[src/rtl/spi_slave_rx_if.sv]
`default_nettype none
// ============================================================================
// Module      : spi_slave_rx_if
// Description : Pin-side SPI signals and consumer-side FIFO read port of the
//               SPI slave receiver, bundled for connection to spi_slave_rx.
// Revision    : 1.0 - initial release
// ============================================================================
interface spi_slave_rx_if #(
    parameter int DATA_W = 32,
    parameter int ADDR_W = 4
);
    logic              sck;
    logic              mosi;
    logic              ss_n;
    logic              rd_en;
    logic              clr_err;
    logic [DATA_W-1:0] rd_data;
    logic              empty;
    logic              full;
    logic [ADDR_W:0]   count;
    logic              word_strb;
    logic              overflow;
    logic              frame_err;

    // Driving side: the SPI master pins plus the local consumer controls.
    modport master (
        output sck, mosi, ss_n, rd_en, clr_err,
        input  rd_data, empty, full, count, word_strb, overflow, frame_err
    );

    // Receiver side.
    modport slave (
        input  sck, mosi, ss_n, rd_en, clr_err,
        output rd_data, empty, full, count, word_strb, overflow, frame_err
    );
endinterface
`default_nettype wire

[src/rtl/spi_slave_rx.sv]
`default_nettype none
// ============================================================================
// Module      : spi_slave_rx
// Description : SPI mode-0 slave receiver. Oversamples sck/mosi/ss_n in the
//               clk domain, deserialises MSB-first words and queues them in a
//               first-word-fall-through FIFO with sticky error flags.
// Revision    : 1.0 - initial release
// ============================================================================
module spi_slave_rx #(
    parameter int DATA_W = 32,
    parameter int DEPTH  = 16,
    parameter int ADDR_W = 4
) (
    input  wire logic       clk,
    input  wire logic       rst,
    spi_slave_rx_if.slave   bus
);
    localparam int                  c_CNT_W    = $clog2(DATA_W);
    localparam logic [c_CNT_W-1:0]  c_BIT_LAST = c_CNT_W'(DATA_W - 1);
    localparam logic [c_CNT_W-1:0]  c_BIT_ONE  = c_CNT_W'(1);
    localparam logic [ADDR_W-1:0]   c_PTR_ONE  = ADDR_W'(1);
    localparam logic [ADDR_W:0]     c_CNT_ONE  = (ADDR_W + 1)'(1);
    localparam logic [ADDR_W:0]     c_CNT_FULL = (ADDR_W + 1)'(DEPTH);

    typedef enum logic [1:0] {
        S_WAIT_IDLE = 2'd0,
        S_IDLE      = 2'd1,
        S_SHIFT     = 2'd2
    } state_t;

    state_t              r_state;
    logic [c_CNT_W-1:0]  r_bit_cnt;
    logic [DATA_W-1:0]   r_shreg;
    logic                r_word_strb;
    logic                r_frame_err;
    logic                r_overflow;

    logic r_sck_s1, r_sck_s2, r_sck_s3;
    logic r_mosi_s1, r_mosi_s2;
    logic r_ss_s1, r_ss_s2;
    logic w_sck_rise;

    logic [DATA_W-1:0]   r_mem [DEPTH];
    logic [ADDR_W-1:0]   r_wptr, r_rptr;
    logic [ADDR_W:0]     r_count;
    logic [ADDR_W:0]     w_count_nxt;
    logic                r_empty, r_full;
    logic                w_push, w_pop;

    // Two-flop synchronisers; ss_n resets low so a frame already running at
    // reset keeps the FSM parked in WAIT_IDLE until the master deselects.
    always_ff @(posedge clk) begin
        if (rst) begin
            r_sck_s1  <= 1'b0;
            r_sck_s2  <= 1'b0;
            r_sck_s3  <= 1'b0;
            r_mosi_s1 <= 1'b0;
            r_mosi_s2 <= 1'b0;
            r_ss_s1   <= 1'b0;
            r_ss_s2   <= 1'b0;
        end else begin
            r_sck_s1  <= bus.sck;
            r_sck_s2  <= r_sck_s1;
            r_sck_s3  <= r_sck_s2;
            r_mosi_s1 <= bus.mosi;
            r_mosi_s2 <= r_mosi_s1;
            r_ss_s1   <= bus.ss_n;
            r_ss_s2   <= r_ss_s1;
        end
    end

    assign w_sck_rise = r_sck_s2 & ~r_sck_s3;

    // Frame FSM: shifts bits on sck rise, strobes completed words, flags
    // frames that end mid-word. A set of frame_err overrides clr_err.
    always_ff @(posedge clk) begin
        if (rst) begin
            r_state     <= S_WAIT_IDLE;
            r_bit_cnt   <= '0;
            r_shreg     <= '0;
            r_word_strb <= 1'b0;
            r_frame_err <= 1'b0;
        end else begin
            r_word_strb <= 1'b0;
            if (bus.clr_err) begin
                r_frame_err <= 1'b0;
            end
            case (r_state)
                S_WAIT_IDLE: begin
                    if (r_ss_s2) begin
                        r_state <= S_IDLE;
                    end
                end
                S_IDLE: begin
                    if (!r_ss_s2) begin
                        r_state   <= S_SHIFT;
                        r_bit_cnt <= '0;
                    end
                end
                S_SHIFT: begin
                    if (r_ss_s2) begin
                        r_state <= S_IDLE;
                        if (r_bit_cnt != '0) begin
                            r_frame_err <= 1'b1;
                        end
                    end else if (w_sck_rise) begin
                        r_shreg <= {r_shreg[DATA_W-2:0], r_mosi_s2};
                        if (r_bit_cnt == c_BIT_LAST) begin
                            r_bit_cnt   <= '0;
                            r_word_strb <= 1'b1;
                        end else begin
                            r_bit_cnt <= r_bit_cnt + c_BIT_ONE;
                        end
                    end
                end
                default: r_state <= S_WAIT_IDLE;
            endcase
        end
    end

    // A completed word is pushed the cycle after word_strb; a same-cycle pop
    // makes room even when full.
    assign w_pop  = bus.rd_en & ~r_empty;
    assign w_push = r_word_strb & (~r_full | bus.rd_en);

    // Next occupancy, used to register full/empty consistently with count.
    always_comb begin
        w_count_nxt = r_count;
        if (w_push && !w_pop) begin
            w_count_nxt = r_count + c_CNT_ONE;
        end else if (!w_push && w_pop) begin
            w_count_nxt = r_count - c_CNT_ONE;
        end
    end

    // FIFO pointers, occupancy and overflow flag (set wins over clr_err).
    always_ff @(posedge clk) begin
        if (rst) begin
            r_wptr     <= '0;
            r_rptr     <= '0;
            r_count    <= '0;
            r_empty    <= 1'b1;
            r_full     <= 1'b0;
            r_overflow <= 1'b0;
        end else begin
            if (w_push) begin
                r_wptr <= r_wptr + c_PTR_ONE;
            end
            if (w_pop) begin
                r_rptr <= r_rptr + c_PTR_ONE;
            end
            r_count <= w_count_nxt;
            r_empty <= (w_count_nxt == '0);
            r_full  <= (w_count_nxt == c_CNT_FULL);
            if (r_word_strb && r_full && !bus.rd_en) begin
                r_overflow <= 1'b1;
            end else if (bus.clr_err) begin
                r_overflow <= 1'b0;
            end
        end
    end

    // Storage array; contents are don't-care until written, so no reset.
    always_ff @(posedge clk) begin
        if (w_push) begin
            r_mem[r_wptr] <= r_shreg;
        end
    end

    assign bus.rd_data   = r_empty ? '0 : r_mem[r_rptr];
    assign bus.empty     = r_empty;
    assign bus.full      = r_full;
    assign bus.count     = r_count;
    assign bus.word_strb = r_word_strb;
    assign bus.overflow  = r_overflow;
    assign bus.frame_err = r_frame_err;

endmodule
`default_nettype wire

[src/flat_wrapper.sv]
// flat-port wrapper written by rule: the top's interface ports become plain ports
module spi_slave_rx_flat 
#(
    parameter int DATA_W = 32,
    parameter int DEPTH  = 16,
    parameter int ADDR_W = 4
)
  (clk, rst, bus_sck, bus_mosi, bus_ss_n, bus_rd_en, bus_clr_err, bus_rd_data, bus_empty, bus_full, bus_count, bus_word_strb, bus_overflow, bus_frame_err);
  spi_slave_rx_if #(.DATA_W(DATA_W), .ADDR_W(ADDR_W)) bus_i ();
  input  wire logic clk;
  input  wire logic rst;
  input wire logic [$bits(bus_i.sck)-1:0] bus_sck;
  input wire logic [$bits(bus_i.mosi)-1:0] bus_mosi;
  input wire logic [$bits(bus_i.ss_n)-1:0] bus_ss_n;
  input wire logic [$bits(bus_i.rd_en)-1:0] bus_rd_en;
  input wire logic [$bits(bus_i.clr_err)-1:0] bus_clr_err;
  output wire logic [$bits(bus_i.rd_data)-1:0] bus_rd_data;
  output wire logic [$bits(bus_i.empty)-1:0] bus_empty;
  output wire logic [$bits(bus_i.full)-1:0] bus_full;
  output wire logic [$bits(bus_i.count)-1:0] bus_count;
  output wire logic [$bits(bus_i.word_strb)-1:0] bus_word_strb;
  output wire logic [$bits(bus_i.overflow)-1:0] bus_overflow;
  output wire logic [$bits(bus_i.frame_err)-1:0] bus_frame_err;
  assign bus_i.sck = bus_sck;
  assign bus_i.mosi = bus_mosi;
  assign bus_i.ss_n = bus_ss_n;
  assign bus_i.rd_en = bus_rd_en;
  assign bus_i.clr_err = bus_clr_err;
  assign bus_rd_data = bus_i.rd_data;
  assign bus_empty = bus_i.empty;
  assign bus_full = bus_i.full;
  assign bus_count = bus_i.count;
  assign bus_word_strb = bus_i.word_strb;
  assign bus_overflow = bus_i.overflow;
  assign bus_frame_err = bus_i.frame_err;
  spi_slave_rx #(.DATA_W(DATA_W), .DEPTH(DEPTH), .ADDR_W(ADDR_W)) u_core (.clk(clk), .rst(rst), .bus(bus_i));
endmodule
[config.mk]
export PLATFORM = sky130hd
export DESIGN_NAME = spi_slave_rx_flat
export DESIGN_NICKNAME = d
export VERILOG_FILES = /design/src/rtl/spi_slave_rx_if.sv /design/src/rtl/spi_slave_rx.sv /design/src/flat_wrapper.sv
export SDC_FILE = /design/constraint.sdc
export NUM_CORES = 1
export LEC_CHECK = 0
export ABC_AREA = 0
export BUFFER_PORTS_ARGS = -buffer_cell sky130_fd_sc_hd__buf_2
export CAP_MARGIN = 0
export CORE_ASPECT_RATIO = 0.9
export CORE_MARGIN = 3
export CORE_UTILIZATION = 35
export DETAILED_ROUTE_END_ITERATION = 12
export GPL_TIMING_DRIVEN = 0
export MAX_ROUTING_LAYER = met4
export SYNTH_ARGS = -nofsm -noshare
export SYNTH_HDL_FRONTEND = slang
export SYNTH_SLANG_ARGS = --single-unit
[constraint.sdc]
create_clock -name clk -period 4.98 [get_ports clk]
set_input_delay 0.996 -clock clk [delete_from_list [all_inputs] [get_ports clk]]
set_output_delay 0.996 -clock clk [all_outputs]
set_load 0.01 [all_outputs]
## Word level (Yosys, flattened, before mapping)

Memories as Yosys holds them, arrays and structs flattened. A register that Yosys moved wholly into a read port is not among the register bits.
Cells that the tools add are included.

| cells by class | value |
|---|---|
| reductions and logical operators | 17 |
| multiplexer cells | 22 |
| $add $sub $neg | 5 |
| bitwise gates (word level) | 10 |
| eq/ne operators | 8 |

Operators by type and width:

| operator | count |
|---|---|
| 2-to-1 mux 32 bit | 1 |
| 2-to-1 mux 5 bit | 6 |
| adder 5 x 1 -> 5 bit, second input constant | 2 |
| == test 5 bit, second input constant | 2 |
| one-hot mux 5 bit (2 select lines) | 1 |
| 2-to-1 mux 1 bit | 9 |
| adder 4 x 1 -> 4 bit, second input constant | 2 |
| 2-to-1 mux 4 bit | 2 |
| inverter 1 bit | 6 |
| zero test 5 bit | 1 |
| nonzero test 5 bit | 1 |
| subtractor 5 x 1 -> 5 bit, second input constant | 1 |
| logical AND 1 bit | 4 |
| 2-to-1 mux 2 bit | 2 |
| != test 2 x 1 -> 1 bit, second input constant | 2 |
| != test 2 bit, second input constant | 2 |
| one-hot mux 2 bit (2 select lines) | 1 |
| AND reduction 4 bit | 1 |
| nonzero test 2 bit | 2 |
| OR reduction 4 bit | 1 |
| bitwise AND 1 bit | 3 |
| zero test 1 bit | 3 |
| AND reduction 3 bit | 1 |
| == test 2 x 1 -> 1 bit, second input constant | 1 |
| other kinds (5) | 5 |

| word-level totals | value |
|---|---|
| memories kept | 1 |
| logic and storage cells | 81 |
| bits in registers | 64 |
| bits in writable memories | 512 |
| output and inout port bits | 42 |

Memories:

| memory | words | width | read ports | clocked after memory_dff | write ports | line | RTL |
|---|---|---|---|---|---|---|---|
| u_core.r_mem | 16 | 32 | 1 | 1 | 1 | spi_slave_rx.sv:43 | `logic [DATA_W-1:0] r_mem [DEPTH];` |

## Depth between registers and ports, before layout

| logic depth | value |
|---|---|
| word-level depth | 8 |
| gate-level depth with buffers | 7 |
| gate-level depth less buffers | 7 |

## Least setup slack after synthesis

Ideal clock, no wire load.

| path | value |
|---|---|
| path type | in2reg |
| start | input bus_rd_en |
| end | memory u_core.r_mem[3][0], enable pin |
| cell stages on the path | 6 |
| arrival time | 4.144 ns |
| path slack | 0.375 ns |
| required time | 4.519 ns |
| path buffers | 2 |
| cell sequence | clkbuf_1 nand2b_1 and2_1 clkbuf_1 nand2_1 nor3_1 |

| between the ends | value |
|---|---|
| cells in the longest elaborated chain, start to end | 4 |

Ends and longest elaborated chain:

| element | line | RTL |
|---|---|---|
| from (decl) | flat_wrapper.sv:15 | `input wire logic [$bits(bus_i.rd_en)-1:0] bus_rd_en;` |
| OR 1 bit | spi_slave_rx.sv:124 | `assign w_push = r_word_strb & (~r_full \| bus.rd_en);` |
| bitwise AND 1 bit | spi_slave_rx.sv:124 |  |
| 2-to-1 mux 1 bit | spi_slave_rx.sv:165 | `if (w_push) begin` |
| 2-to-1 mux 1 bit (not written as such) | spi_slave_rx.sv:166 | `r_mem[r_wptr] <= r_shreg;` |
| to (decl) | spi_slave_rx.sv:43 |  |

No other way between the ends.

==> flow_summary.toml <==
[status]
outcome = "finished clean"

[setup_path]
crit_chain = "clkbuf_1 -> buf_1 -> mux4_2 -> mux4_2 -> nor2b_1 -> buf_2"
path_delay_family = "buffers and inverters"
crit_required_ns = 3.98
cp_data_arrival_time_ns = 3.62
start_kind = "register"
cpPeakStageDelay_ns = 0.74
crit_top_cell = "mux4_2"
worst-path-max-fanout = 10
crit_type = "reg2out"
crit_path_end_kind = "primary output"
crit_slowest_cell = "buf_1"
cp_num_buf_inv = 3

[detailed_routing]
drt-total-wl_microns = 49170
via_count = 10670
drtPass1Iterations = 5
drcViolationCount = 0
via_per_inst = 5.086
ant_nets = 0
drt_iter0_drc = 1090
wire_per_inst_microns = 23.44

[grt]
grt_max_degree = 22
antenna_found_initial = 0
grt_pass1_vias = 11110
track_usage_pct = 15.35
grt_pass1_wl_microns = 72980
gr-total-overflow = 0

[sta]
slew_viol_final = 0
finalSetupViolCount = 0
finalCritPeriodShare_pct = 92.78
fmax_mhz = 216.4
skew_ns = 0.02065
holdWs_ns = 0.4389
fin_crit_ns = 4.620
rsz0062_at_grt = "no"
hold_viol_final = 0
slew_headroom_pct = 33.91
tightest_slew_ns = 0.9914

[clocking]
clk_pin_slew_ns = 0.06
post_cts_resized = 0
hold_buffers = 0
cts_root_buffer = "clkbuf_16"
clock_sinks = 580
cts_buffers = 56
cts.path.max_buffers = 3
clock_latency_ns = 0.62
cts_setup_buffers = 0
cts_max_level = 2
cts_tree = "built"

[layout]
drive_gt1_share_pct = 28.92
fill_cells = 5354
mostFrequentLayoutCell = "edfxtp_1"
final_cell_mix = "edfxtp_1, mux4_2, nand2_1"
syn_to_final_growth_pct = 17.43
antenna_cells = 0
multi_input_area_sq_mm = 0.005181
final_nets = 1231
register_area_sq_mm = 0.01674
utilization_pct = 41.98

[pwr]
p_int_uw = 8297
power_frac_seq_pct = 48.8
switching_share_pct = 23.24
clkPwrFrac_pct = 39.7
p_leak_uw = 0.008125
ir_drop_v = 0.0002804
p_sw_uw = 2512
comb_power_share_pct = 11.5
p_per_area_mw_per_mm2 = 416.1

[logic_synthesis]
yosysWarnings = 0
syn-num-nets = 1094
netlist_area_sq_mm = 0.02212
synth-seq-cells = 580
seq_area_frac_synth_pct = 75.66
synth.avg_cell_area_sq_um = 20.54
ys_types = 37
syn_inst = 1077

[placed_design]
portBuffers = 46
finalWeightedCongestion = 0.7339
post-dp-hpwl_microns = 31070

[floorplan]
initial_utilization_pct = 35.75
ios = 49
die_h_microns = 244.5
fp.dieW_microns = 271.0
core_area_sq_mm = 0.06187
rows = 86
dieArea_sq_mm = 0.06626

[run]
maxCapViolCount = 0

[hold_path]
hold_path_class = "reg2reg"
[Yosys cell counts (all sizes together)]
master	instances	area (sq um)
edfxtp	512	15370
mux4	160	3603
nand2	76	285.3
dfxtp	68	1361
nor2b	43	269.0
a21oi	42	210.2
clkbuf	33	123.9
nor2	33	123.9
buf	24	147.6
inv	11	41.29
ha	10	125.1
nand2b	9	56.30
nor3	7	35.03
xnor2	5	43.79
xor2	5	43.79
and3	4	25.02
nand3	4	20.02
nand4	4	25.02
o21ai	4	20.02
nand4bb	3	33.78
nor4b	3	26.28
a211oi	2	15.01
a21o	2	15.01
and2	2	12.51
o211ai	2	15.01
a22oi	1	7.510
a31oi	1	6.260
a41oi	1	8.760
maj3	1	10.01
nand3b	1	7.510
nor3b	1	7.510
nor4	1	6.260
o22ai	1	6.260
o31ai	1	7.510
[per-layer routing]
| metal | part of all wire [%] | global-route usage (%) | up-vias |
|---|---|---|---|
| li1 | - | - | 4639 |
| met4 | 2.0 | 3.950 | 0 |
| met1 | 44 | 21.03 | 5656 |
| met2 | 48 | 24.06 | 308 |
| met3 | 5.5 | 2.561 | 68 |
| met5 | 0 | - | - |
[through the flow]
stage	setup slack (ns)	setup TNS, ns	area (sq um)	instances	total power (uW)
floorplan	0.3749	0	22120	1077	6259
global placement	-2.909	-667.63	23400	1959	6651
detailed placement	0.9787	0	24110	1992	6654
CTS	0.3386	0	25970	2098	10930
global route	0.2545	0	25970	2098	11190
finish	0.3598	0	25970	2098	10810
[final timing paths]
check,from,end,slack (ns),cells after the start
setup reg to reg,u_core.bus.word_strb,u_core.r_mem[0][4],1.79,8
hold reg to reg,u_core.r_sck_s1,u_core.r_sck_s2,0.44,1
hold / removal,u_core.r_sck_s1,u_core.r_sck_s2,0.44,1
setup / recovery,register,bus_rd_data[0],0.36,6
[power groups by stage]
| stage | registers [uW] | clock network (uW) | logic [uW] |
|---|---|---|---|
| floorplan | 5380 | 0 | 882 |
| global placement | 5370 | 0 | 1280 |
| detailed placement | 5380 | 0 | 1280 |
| CTS | 5270 | 4380 | 1280 |
| global route | 5270 | 4560 | 1360 |
| finish | 5270 | 4300 | 1240 |
[cell families after synthesis]
kind of cell,after synthesis,share of synthesized area (%)
flip-flops,580,75.66
AND/OR/NAND/NOR,191,4.220
multiplexers,160,16.29
buffers and inverters,68,1.414
AO/OA/AOI/OAI,57,1.408
adder cells (fa/ha/maj),11,0.6109
XOR/XNOR,10,0.3959
[sequential cells by signal, summed over array words and instances, names as in the netlist, named ones only]
register / count
u_core.bus.count: 5
u_core.bus.empty: 1
u_core.bus.frame_err: 1
u_core.bus.full: 1
u_core.bus.overflow: 1
u_core.bus.word_strb: 1
u_core.r_bit_cnt: 5
u_core.r_mem: 512
u_core.r_mosi_s1: 1
u_core.r_mosi_s2: 1
u_core.r_rptr: 4
u_core.r_sck_s1: 1
u_core.r_sck_s2: 1
u_core.r_sck_s3: 1
u_core.r_shreg: 32
u_core.r_ss_s1: 1
u_core.r_ss_s2: 1
u_core.r_state: 2
u_core.r_wptr: 4
[cell type report]
cell class                      instances  area share [%]
Buffer                                 57           1.045
Clock buffer                           62           5.482
Clock inverter                         44           1.700
Inverter                               11          0.1590
Multi-Input combinational cell        429           19.95
Sequential cell                       580           64.43
Tap cell                              836           4.027
Timing Repair Buffer                   79           3.208
Power figures use the tool's default switching activity.
